<file path="src/rtl/cpu_dbg_pkg.sv">
// Shared types and constants for the CPU debug sequencer: FSM states,
// command bytes, dump frame headers and the register snapshot layout.
package cpu_dbg_pkg;

    typedef enum logic [2:0] {
        ST_HALT = 3'd0,
        ST_RUN  = 3'd1,
        ST_STEP = 3'd2,
        ST_DUMP = 3'd3,
        ST_SRST = 3'd4
    } dbg_state_e;

    localparam logic [7:0] CMD_RUN  = 8'h52;
    localparam logic [7:0] CMD_HALT = 8'h48;
    localparam logic [7:0] CMD_STEP = 8'h53;
    localparam logic [7:0] CMD_DUMP = 8'h44;
    localparam logic [7:0] CMD_SRST = 8'h58;

    localparam logic [7:0] HDR_OK  = 8'hA5;
    localparam logic [7:0] HDR_TMO = 8'h5A;

    localparam int DUMP_LEN = 8;

    typedef struct packed {
        logic [15:0] pc;
        logic [7:0]  ac;
        logic [7:0]  sp;
        logic [7:0]  xr;
        logic [7:0]  yr;
        logic [7:0]  sr;
    } dbg_snap_t;

    // Byte idx of the dump frame: header, PC hi, PC lo, AC, SP, XR, YR, SR.
    function automatic logic [7:0] frame_byte(input dbg_snap_t s,
                                              input logic [7:0] hdr,
                                              input logic [2:0] idx);
        logic [7:0] b;
        case (idx)
            3'd0:    b = hdr;
            3'd1:    b = s.pc[15:8];
            3'd2:    b = s.pc[7:0];
            3'd3:    b = s.ac;
            3'd4:    b = s.sp;
            3'd5:    b = s.xr;
            3'd6:    b = s.yr;
            default: b = s.sr;
        endcase
        return b;
    endfunction

endpackage

</file>
<file path="src/rtl/dbg_tx_serializer.sv">
// Streams the 8-byte register dump frame to the UART transmitter over
// valid/ready; started by a one-cycle pulse, reports done on the last accept.
module dbg_tx_serializer
    import cpu_dbg_pkg::*;
(
    input  logic       clk,
    input  logic       rst,
    input  logic       start,
    input  logic [7:0] hdr,
    input  dbg_snap_t  snap,
    input  logic       tx_ready,
    output logic [7:0] tx_data,
    output logic       tx_valid,
    output logic       done
);

    localparam logic [2:0] LAST_IDX = 3'(DUMP_LEN - 1);

    logic [2:0] idx_q, idx_d;
    logic       valid_q, valid_d;
    logic [7:0] data_q, data_d;
    logic       accept;

    always_comb begin
        accept  = valid_q & tx_ready;
        idx_d   = idx_q;
        valid_d = valid_q;
        data_d  = data_q;
        done    = 1'b0;
        if (start) begin
            idx_d   = 3'd0;
            valid_d = 1'b1;
            data_d  = frame_byte(snap, hdr, 3'd0);
        end else if (accept) begin
            if (idx_q == LAST_IDX) begin
                idx_d   = 3'd0;
                valid_d = 1'b0;
                done    = 1'b1;
            end else begin
                // Next byte goes out on the following cycle, no bubble.
                idx_d  = idx_q + 3'd1;
                data_d = frame_byte(snap, hdr, idx_q + 3'd1);
            end
        end
    end

    always_ff @(posedge clk or posedge rst) begin
        if (rst) begin
            idx_q   <= 3'd0;
            valid_q <= 1'b0;
            data_q  <= 8'h00;
        end else begin
            idx_q   <= idx_d;
            valid_q <= valid_d;
            data_q  <= data_d;
        end
    end

    assign tx_data  = data_q;
    assign tx_valid = valid_q;

endmodule

</file>
<file path="src/rtl/cpu_debug_ctrl.sv">
// Debug sequencer: decodes UART command bytes to run/halt/step/soft-reset the
// CPU and dumps a register snapshot frame after a step or dump request.
module cpu_debug_ctrl
    import cpu_dbg_pkg::*;
#(
    parameter int STEP_TIMEOUT = 1024,
    parameter int SRST_CYCLES  = 4
) (
    input  logic        clk,
    input  logic        rst,
    input  logic [7:0]  rx_data,
    input  logic        rx_valid,
    output logic [7:0]  tx_data,
    output logic        tx_valid,
    input  logic        tx_ready,
    input  logic [15:0] cpu_pc,
    input  logic [7:0]  cpu_ac,
    input  logic [7:0]  cpu_sp,
    input  logic [7:0]  cpu_xr,
    input  logic [7:0]  cpu_yr,
    input  logic [7:0]  cpu_sr,
    input  logic        cpu_step,
    output logic        cpu_ce,
    output logic        cpu_soft_rst,
    output logic        halted,
    output logic        busy
);

    localparam int CNT_MAX = (STEP_TIMEOUT > SRST_CYCLES) ? STEP_TIMEOUT : SRST_CYCLES;
    localparam int CNT_W   = $clog2(CNT_MAX) + 1;

    localparam logic [CNT_W-1:0] STEP_LAST = CNT_W'(STEP_TIMEOUT - 1);
    localparam logic [CNT_W-1:0] SRST_LAST = CNT_W'(SRST_CYCLES - 1);

    dbg_state_e       state_q, state_d;
    logic [CNT_W-1:0] cnt_q, cnt_d;
    logic             halt_pend_q, halt_pend_d;
    dbg_snap_t        snap_q, snap_d;
    logic [7:0]       hdr_q, hdr_d;
    logic             start_q, start_d;
    logic             cpu_ce_q, cpu_ce_d;
    logic             srst_q, srst_d;
    logic             halted_q, halted_d;
    logic             busy_q, busy_d;

    logic             snap_en;
    logic [7:0]       hdr_sel;
    logic             frame_done;
    logic             cmd_run, cmd_halt, cmd_step, cmd_dump, cmd_srst;
    logic             enter_dump;

    assign cmd_run  = rx_valid && (rx_data == CMD_RUN);
    assign cmd_halt = rx_valid && (rx_data == CMD_HALT);
    assign cmd_step = rx_valid && (rx_data == CMD_STEP);
    assign cmd_dump = rx_valid && (rx_data == CMD_DUMP);
    assign cmd_srst = rx_valid && (rx_data == CMD_SRST);

    // State register
    always_ff @(posedge clk or posedge rst) begin
        if (rst) state_q <= ST_HALT;
        else     state_q <= state_d;
    end

    // Next-state logic, also decides when to snapshot and which header to use
    always_comb begin
        state_d = state_q;
        snap_en = 1'b0;
        hdr_sel = HDR_OK;
        case (state_q)
            ST_HALT: begin
                if (cmd_run) begin
                    state_d = ST_RUN;
                end else if (cmd_step) begin
                    state_d = ST_STEP;
                end else if (cmd_dump) begin
                    state_d = ST_DUMP;
                    snap_en = 1'b1;
                end else if (cmd_srst) begin
                    state_d = ST_SRST;
                end
            end
            ST_RUN: begin
                // Soft reset wins over a halt landing on the same boundary.
                if (cmd_srst) begin
                    state_d = ST_SRST;
                end else if ((halt_pend_q || cmd_halt) && cpu_step) begin
                    state_d = ST_HALT;
                    snap_en = 1'b1;
                end
            end
            ST_STEP: begin
                if (cpu_step) begin
                    state_d = ST_DUMP;
                    snap_en = 1'b1;
                end else if (cnt_q == STEP_LAST) begin
                    state_d = ST_DUMP;
                    snap_en = 1'b1;
                    hdr_sel = HDR_TMO;
                end
            end
            ST_DUMP: begin
                if (frame_done) state_d = ST_HALT;
            end
            ST_SRST: begin
                if (cnt_q == SRST_LAST) state_d = ST_HALT;
            end
            default: state_d = ST_HALT;
        endcase
    end

    // Counters, snapshot and frame launch
    always_comb begin
        enter_dump = (state_d == ST_DUMP) && (state_q != ST_DUMP);
        start_d    = enter_dump;
        hdr_d      = enter_dump ? hdr_sel : hdr_q;

        cnt_d = cnt_q;
        if (state_d != state_q)
            cnt_d = '0;
        else if (state_q == ST_STEP || state_q == ST_SRST)
            cnt_d = cnt_q + 1'b1;

        halt_pend_d = 1'b0;
        if (state_q == ST_RUN && state_d == ST_RUN)
            halt_pend_d = halt_pend_q || cmd_halt;

        snap_d = snap_q;
        if (snap_en) begin
            snap_d.pc = cpu_pc;
            snap_d.ac = cpu_ac;
            snap_d.sp = cpu_sp;
            snap_d.xr = cpu_xr;
            snap_d.yr = cpu_yr;
            snap_d.sr = cpu_sr;
        end
    end

    // Registered outputs follow the next state so they change on the same edge
    always_comb begin
        cpu_ce_d = (state_d == ST_RUN) || (state_d == ST_STEP) || (state_d == ST_SRST);
        srst_d   = (state_d == ST_SRST);
        halted_d = (state_d == ST_HALT);
        busy_d   = (state_d == ST_STEP) || (state_d == ST_DUMP) || (state_d == ST_SRST);
    end

    always_ff @(posedge clk or posedge rst) begin
        if (rst) begin
            cnt_q       <= '0;
            halt_pend_q <= 1'b0;
            snap_q      <= '0;
            hdr_q       <= 8'h00;
            start_q     <= 1'b0;
            cpu_ce_q    <= 1'b0;
            srst_q      <= 1'b0;
            halted_q    <= 1'b1;
            busy_q      <= 1'b0;
        end else begin
            cnt_q       <= cnt_d;
            halt_pend_q <= halt_pend_d;
            snap_q      <= snap_d;
            hdr_q       <= hdr_d;
            start_q     <= start_d;
            cpu_ce_q    <= cpu_ce_d;
            srst_q      <= srst_d;
            halted_q    <= halted_d;
            busy_q      <= busy_d;
        end
    end

    dbg_tx_serializer u_ser (
        .clk      (clk),
        .rst      (rst),
        .start    (start_q),
        .hdr      (hdr_q),
        .snap     (snap_q),
        .tx_ready (tx_ready),
        .tx_data  (tx_data),
        .tx_valid (tx_valid),
        .done     (frame_done)
    );

    assign cpu_ce       = cpu_ce_q;
    assign cpu_soft_rst = srst_q;
    assign halted       = halted_q;
    assign busy         = busy_q;

endmodule

</file>
<file path="config.mk">
export PLATFORM = sky130hd
export DESIGN_NAME = cpu_debug_ctrl
export DESIGN_NICKNAME = d
export VERILOG_FILES = /design/src/rtl/cpu_dbg_pkg.sv /design/src/rtl/dbg_tx_serializer.sv /design/src/rtl/cpu_debug_ctrl.sv
export SDC_FILE = /design/constraint.sdc
export NUM_CORES = 1
export LEC_CHECK = 0
export CORE_MARGIN = 3
export CORE_UTILIZATION = 53
export DETAILED_ROUTE_END_ITERATION = 16
export PLACE_DENSITY = 0.91
export SYNTH_ARGS = -nofsm -noshare
export SYNTH_HDL_FRONTEND = slang
export SYNTH_SLANG_ARGS = --single-unit
</file>
<file path="constraint.sdc">
create_clock -name clk -period 3.65 [get_ports clk]
set_input_delay 1.095 -clock clk [delete_from_list [all_inputs] [get_ports clk]]
set_output_delay 1.095 -clock clk [all_outputs]
set_load 0.05 [all_outputs]
</file>
# Yosys cells after proc, flatten, opt, wreduce, memory -nomap -nowiden
# Index checks and enable logic that the tools add are counted.
[totals] regBits=96
[classes] add_sub_neg=2 eq_ne=25 n_mux=38 bitwise=1 n_reduce_logical=22
[op_table] operator="$pmux W8 S7" n=1
[op_table] operator="$mux W8" n=6
[op_table] operator="$eq A8 B7 Y1 const B" n=5
[op_table] operator="$mux W3" n=13
[op_table] operator="$mux W11" n=2
[op_table] operator="$eq A3 B2 Y1 const B" n=6
[op_table] operator="$eq A3 B3 Y1 const B" n=6
[op_table] operator="$pmux W3 S5" n=1
[op_table] operator="$mux W1" n=14
[op_table] operator="$add A11 B1 Y11 const B" n=1
[op_table] operator="$eq A11 B10 Y1 const B" n=1
[op_table] operator="$eq A11 B2 Y1 const B" n=1
[op_table] operator="$eq A3 B1 Y1 const B" n=3
[op_table] operator="$logic_not A3 Y1" n=3
[op_table] operator="$logic_and A1 B1 Y1" n=8
[op_table] operator="$logic_or A1 B1 Y1" n=6
[op_table] operator="$reduce_bool A2 Y1" n=3
[op_table] operator="$reduce_and A2 Y1" n=2
[op_table] operator="$add A3 B1 Y3 const B" n=1
[op_table] operator="$ne A3 B2 Y1 const B" n=1
[op_table] operator="$ne A3 B3 Y1" n=1
[op_table] operator="$pmux W1 S3" n=1
[op_table] operator="$ne A2 B2 Y1 const B" n=1
[op_table] operator="$and A1 B1 Y1" n=1

# Depth between registers and ports, before layout
[depth] ltp_word=10 depth_mapped=8 depth_no_buf=8

# By module
# From an unflattened synthesis, not the netlist that was laid out.
[unflattened] cells_unflattened=366 hier_area_um2=4633.2
[by_module_without_submodules] module="cpu_debug_ctrl" n_inst=1 cells_per_inst=247 area_per_inst_um2=3552.2
[by_module_without_submodules] module="dbg_tx_serializer" n_inst=1 cells_per_inst=119 area_per_inst_um2=1081.0

# Least setup slack after synthesis
# No wires, ideal clock.
[synth_path] path_kind="input to register" start="input rx_data[5]" end="register snap_q[11] (netlist name)" setup_time_ps=125 arrival_ps=2911 slack_ps=614 stages=7 n_path_buf=2 path_cell_list="or4bb_1 > or4b_4 > o21ai_2 > a21oi_2 > buf_6 > buf_6 > mux2_4"
[synth_between] elab_chain_cells=7 word_cells_on_any_way=18 classes_between="eq/ne (5); mux (6); reduce/logical (7)"
[synth_lines] item="start: declaration" line_no="cpu_debug_ctrl.sv:11" source="input logic [7:0] rx_data,"
[synth_lines] item="$eq A8 B7 Y1" line_no="cpu_debug_ctrl.sv:53" source="assign cmd_halt = rx_valid && (rx_data == CMD_HALT);"
[synth_lines] item="$logic_and A1 B1 Y1" line_no="cpu_debug_ctrl.sv:53"
[synth_lines] item="$logic_or A1 B1 Y1" line_no="cpu_debug_ctrl.sv:86" source="end else if ((halt_pend_q || cmd_halt) && cpu_step) begin"
[synth_lines] item="$logic_and A1 B1 Y1" line_no="cpu_debug_ctrl.sv:86"
[synth_lines] item="$mux W1" line_no="cpu_debug_ctrl.sv:86"
[synth_lines] item="$mux W1" line_no="cpu_debug_ctrl.sv:84" source="if (cmd_srst) begin"
[synth_lines] item="$pmux W1 S3 (*)" line_no="cpu_debug_ctrl.sv:69" source="case (state_q)"
[synth_lines] item="end signal: assignment" line_no="cpu_debug_ctrl.sv:160" source="snap_q <= snap_d;"
[synth_lines] item="end: declaration" line_no="cpu_debug_ctrl.sv:38" source="dbg_snap_t snap_q, snap_d;"
# Every way passes the cells marked *; elsewhere a longest branch is shown, timed or not.
# A chain may end at the register's enable or synchronous reset.

# Worst setup path after layout
[layout_path] start="input rx_data[1]" end="register snap_q[23] (netlist name)"
# Same word-level chain as after synthesis.

==> metrics.md <==
| Metric | Value |
|---|---|
| Status | finished clean |
| Clk slew on worst S/H paths | 0.08 ns |
| Layout area overhead | 24.8% |
| Antenna Diode Count | 0 |
| Total gr overflow | 0 |
| Met3 Routed Length | 733 um |
| Mapped Nets | 438 |
| Delay of the slowest critical-path stage | 0.59 ns |
| Post-route DRC violation count | 0 |
| Post-Syn Area | 4460 um2 |
| First drt pass iteration count | 5 |
| EDFF count, synth | 0 |
| CP Max Fanout | 56 |
| Number of max-cap violations | 0 |
| Top_reg_cell synth | dfrtp_1 |
| Setup crit end kind | register |
| Highest metal used | met4 |
| Max-slew violations | 0 |
| YS warnings | 0 |
| Setup TNS | 0 ns |
| Initial Util | 56.2% |
| Top-area cell type share of the netlist area | 50.0% |
| Power, Total | 3.69 mW |
| First-pass GRT wire length | 17400 um |
| Most frequent cells in the layout | dfrtp_1, clkdlybuf4s50_1, mux2_4 |
| Setup Fix Bufs, Post-CTS | 0 |
| Final Hold Viols | 0 |
| Period Utilization, post-route | 89.4% |
| Total track usage | 22.7% |
| Min cycle time layout | 3.26 ns |
| FMAX | 0.306 GHz |
| CTS Root Cell | clkbuf_8 |
| WS Path Type | primary input to register |
| Vias | 3340 |
| Worst skew pair latency | 0.35 ns |
| Non-Filler Instances | 547 |
| Layout Skew | 0.0110 ns |
| Mapped Cells | 361 |
| Min-Delay Path Class | register to register |
| Asr flop ratio synth | 100% |
| WP data required | 3.88 ns |
| Sequential share of the synthesized area | 50.6% |
| Placer Congestion | 0.891 |
| Area leader, netlist | dfrtp_1 |
| Drt wl/cell | 19.3 um |
| Final nets | 518 |
| Most area-consuming cells after synthesis | dfrtp_1, mux2_4, mux2_2 |
| Mean Syn Cell Area | 12.3 um2 |
| HPWL Detailed | 7380 um |
| Port bufs | 81 |
| Met1 wire length | 4320 um |
| Pwr Density | 663 nW/um2 |
| Worst VDD drop | 0.410 mV |
| Htree depth | 3 |
| Iter 0 DRT Violations | 323 |
| Final WL | 10600 um |
| Commonest non-fill, non-tap cell in the layout | dfrtp_1 |
| Fin util | 70.1% |
| Total CTS buffers | 9 |
| WL met2 | 5240 um |
| Clock Path Buffers | 2 |
| I/O pin count | 82 |
| CTS Hold Bufs | 0 |
| Slowest-stage cell, CP | or4b_4 |
| Leakage power | 2.58 nW |
| CP most frequent cell | or4b_4 |
| Endpoints failing setup | 0 |
| Die area | 9540 um2 |
| Vias per cell | 6.11 |
| Clock sinks | 90 |
| Share of cells above drive strength 1 | 19.6% |
| #FFs+latches synth | 90 |
| CP cell instances | clkdlybuf4s50_1, or4b_4, or4b_4, o21ai_2, a21oi_4, buf_12, mux2_4 |
| Unrepaired setup endpoints after global routing | no |
| # fillers | 538 |
| Cts repair resizes | 0 |
| Core area | 7930 um2 |
| Final ANT Viol Nets | 0 |
| Largest net degree at the start of global routing | 57 |
| Number of global-route vias before repair | 3422 |
| Dpl cells | 532 |
| Worst slew margin | 49.4% |
| Number of cell rows | 32 |
| Die W | 97.7 um |
| CTS tree | built |
| Nature of the critical path startpoint | primary input |
| Worst EP arrival | 3.50 ns |
| Die Y | 97.7 um |
| Yosys cell types | 60 |
| Worst-margin pin slew | 0.759 ns |
| Antenna violations before repair | 0 |
==> critical path, delay by kind of cell <==
kind | cells | cell delay, ns
mux | 1 | 0.34
compound gates | 2 | 0.20
simple gates | 2 | 1.11
buf+inv | 2 | 0.71
==> power breakdown <==
part | internal [mW] | switching, mW
combinational | 0.725 | 0.730
clock | 0.333 | 0.331
sequential | 1.33 | 0.244
==> kinds of logic after synthesis <==
| logic type | share of synthesized area [%] |
|---|---|
| mux | 18.7 |
| flops | 50.6 |
| xor+xnor | 1.97 |
| fa+ha+maj | 2.25 |
| simple gates | 10.4 |
| buf+inv | 3.40 |
| compound gates | 12.7 |
==> cell type report <==
cell class	count	area (um2)	area share [%]
multi-input combinational	241	2060	37.0
timing repair buffer	89	896	16.1
inverter	10	38.8	0.698
clock inverter	2	37.5	0.675
clock buffer	13	149	2.68
tap	102	128	2.30
sequential	90	2250	40.5
==> synthesized netlist by cell type, types with 3 or more instances <==
library cell and count:
dfrtp_1 89, clkbuf_1 13, nand4_1 4, nor3_1 8, inv_1 10, a21oi_1 26, xnor2_1 3, mux2_2 18
xor2_1 7, a222oi_1 7, o31ai_1 4, nor2_1 26, buf_6 5, mux2_4 40, nand2_1 16, a21o_1 5
nand3_1 6, ha_1 8, a221oi_1 9, mux2i_1 3
==> flip-flops by register name (all words and copies together), names as in the netlist <==
register and count:
cnt_q 11, u_ser.tx_valid 1, hdr_q 2, start_q 1, cpu_soft_rst 1, u_ser.idx_q 3, snap_q 56, state_q 3
halt_pend_q 1, cpu_ce 1, busy 1, halted 1, u_ser.tx_data 8
==> metrics by stage <==
step,instance area (um2),worst slack [ns],hold WS (ns)
finish,5560,0.386,0.516
global route,5560,0.367,0.535
CTS,5560,0.428,0.517
detailed placement,5370,0.0639,0.497
global placement,5370,0.109,0.487
floorplan,4460,0.221,0.474
==> path summary, 6_finish.rpt <==
path | start | to | slack [ns] | cells past startpoint
min | snap_q[49] | snap_q[49] | 0.52 | 1
max | rx_data[1] | snap_q[23] | 0.39 | 7
min reg2reg | snap_q[49] | snap_q[49] | 0.52 | 1
min in group asynchronous | rst | u_ser.tx_data[7] | 1.14 | 2
max in group asynchronous | rst | u_ser.tx_data[6] | 1.83 | 3
max reg2reg | u_ser.idx_q[0] | u_ser.tx_data[4] | 0.84 | 7
==> per-layer routing <==
layer	vias up	global-route usage (%)
met3	28	5.81
li1	1505	-
met4	0	8.09
met2	155	36.7
met5	-	0
met1	1652	29.6
Power figures use the tool's default switching activity.
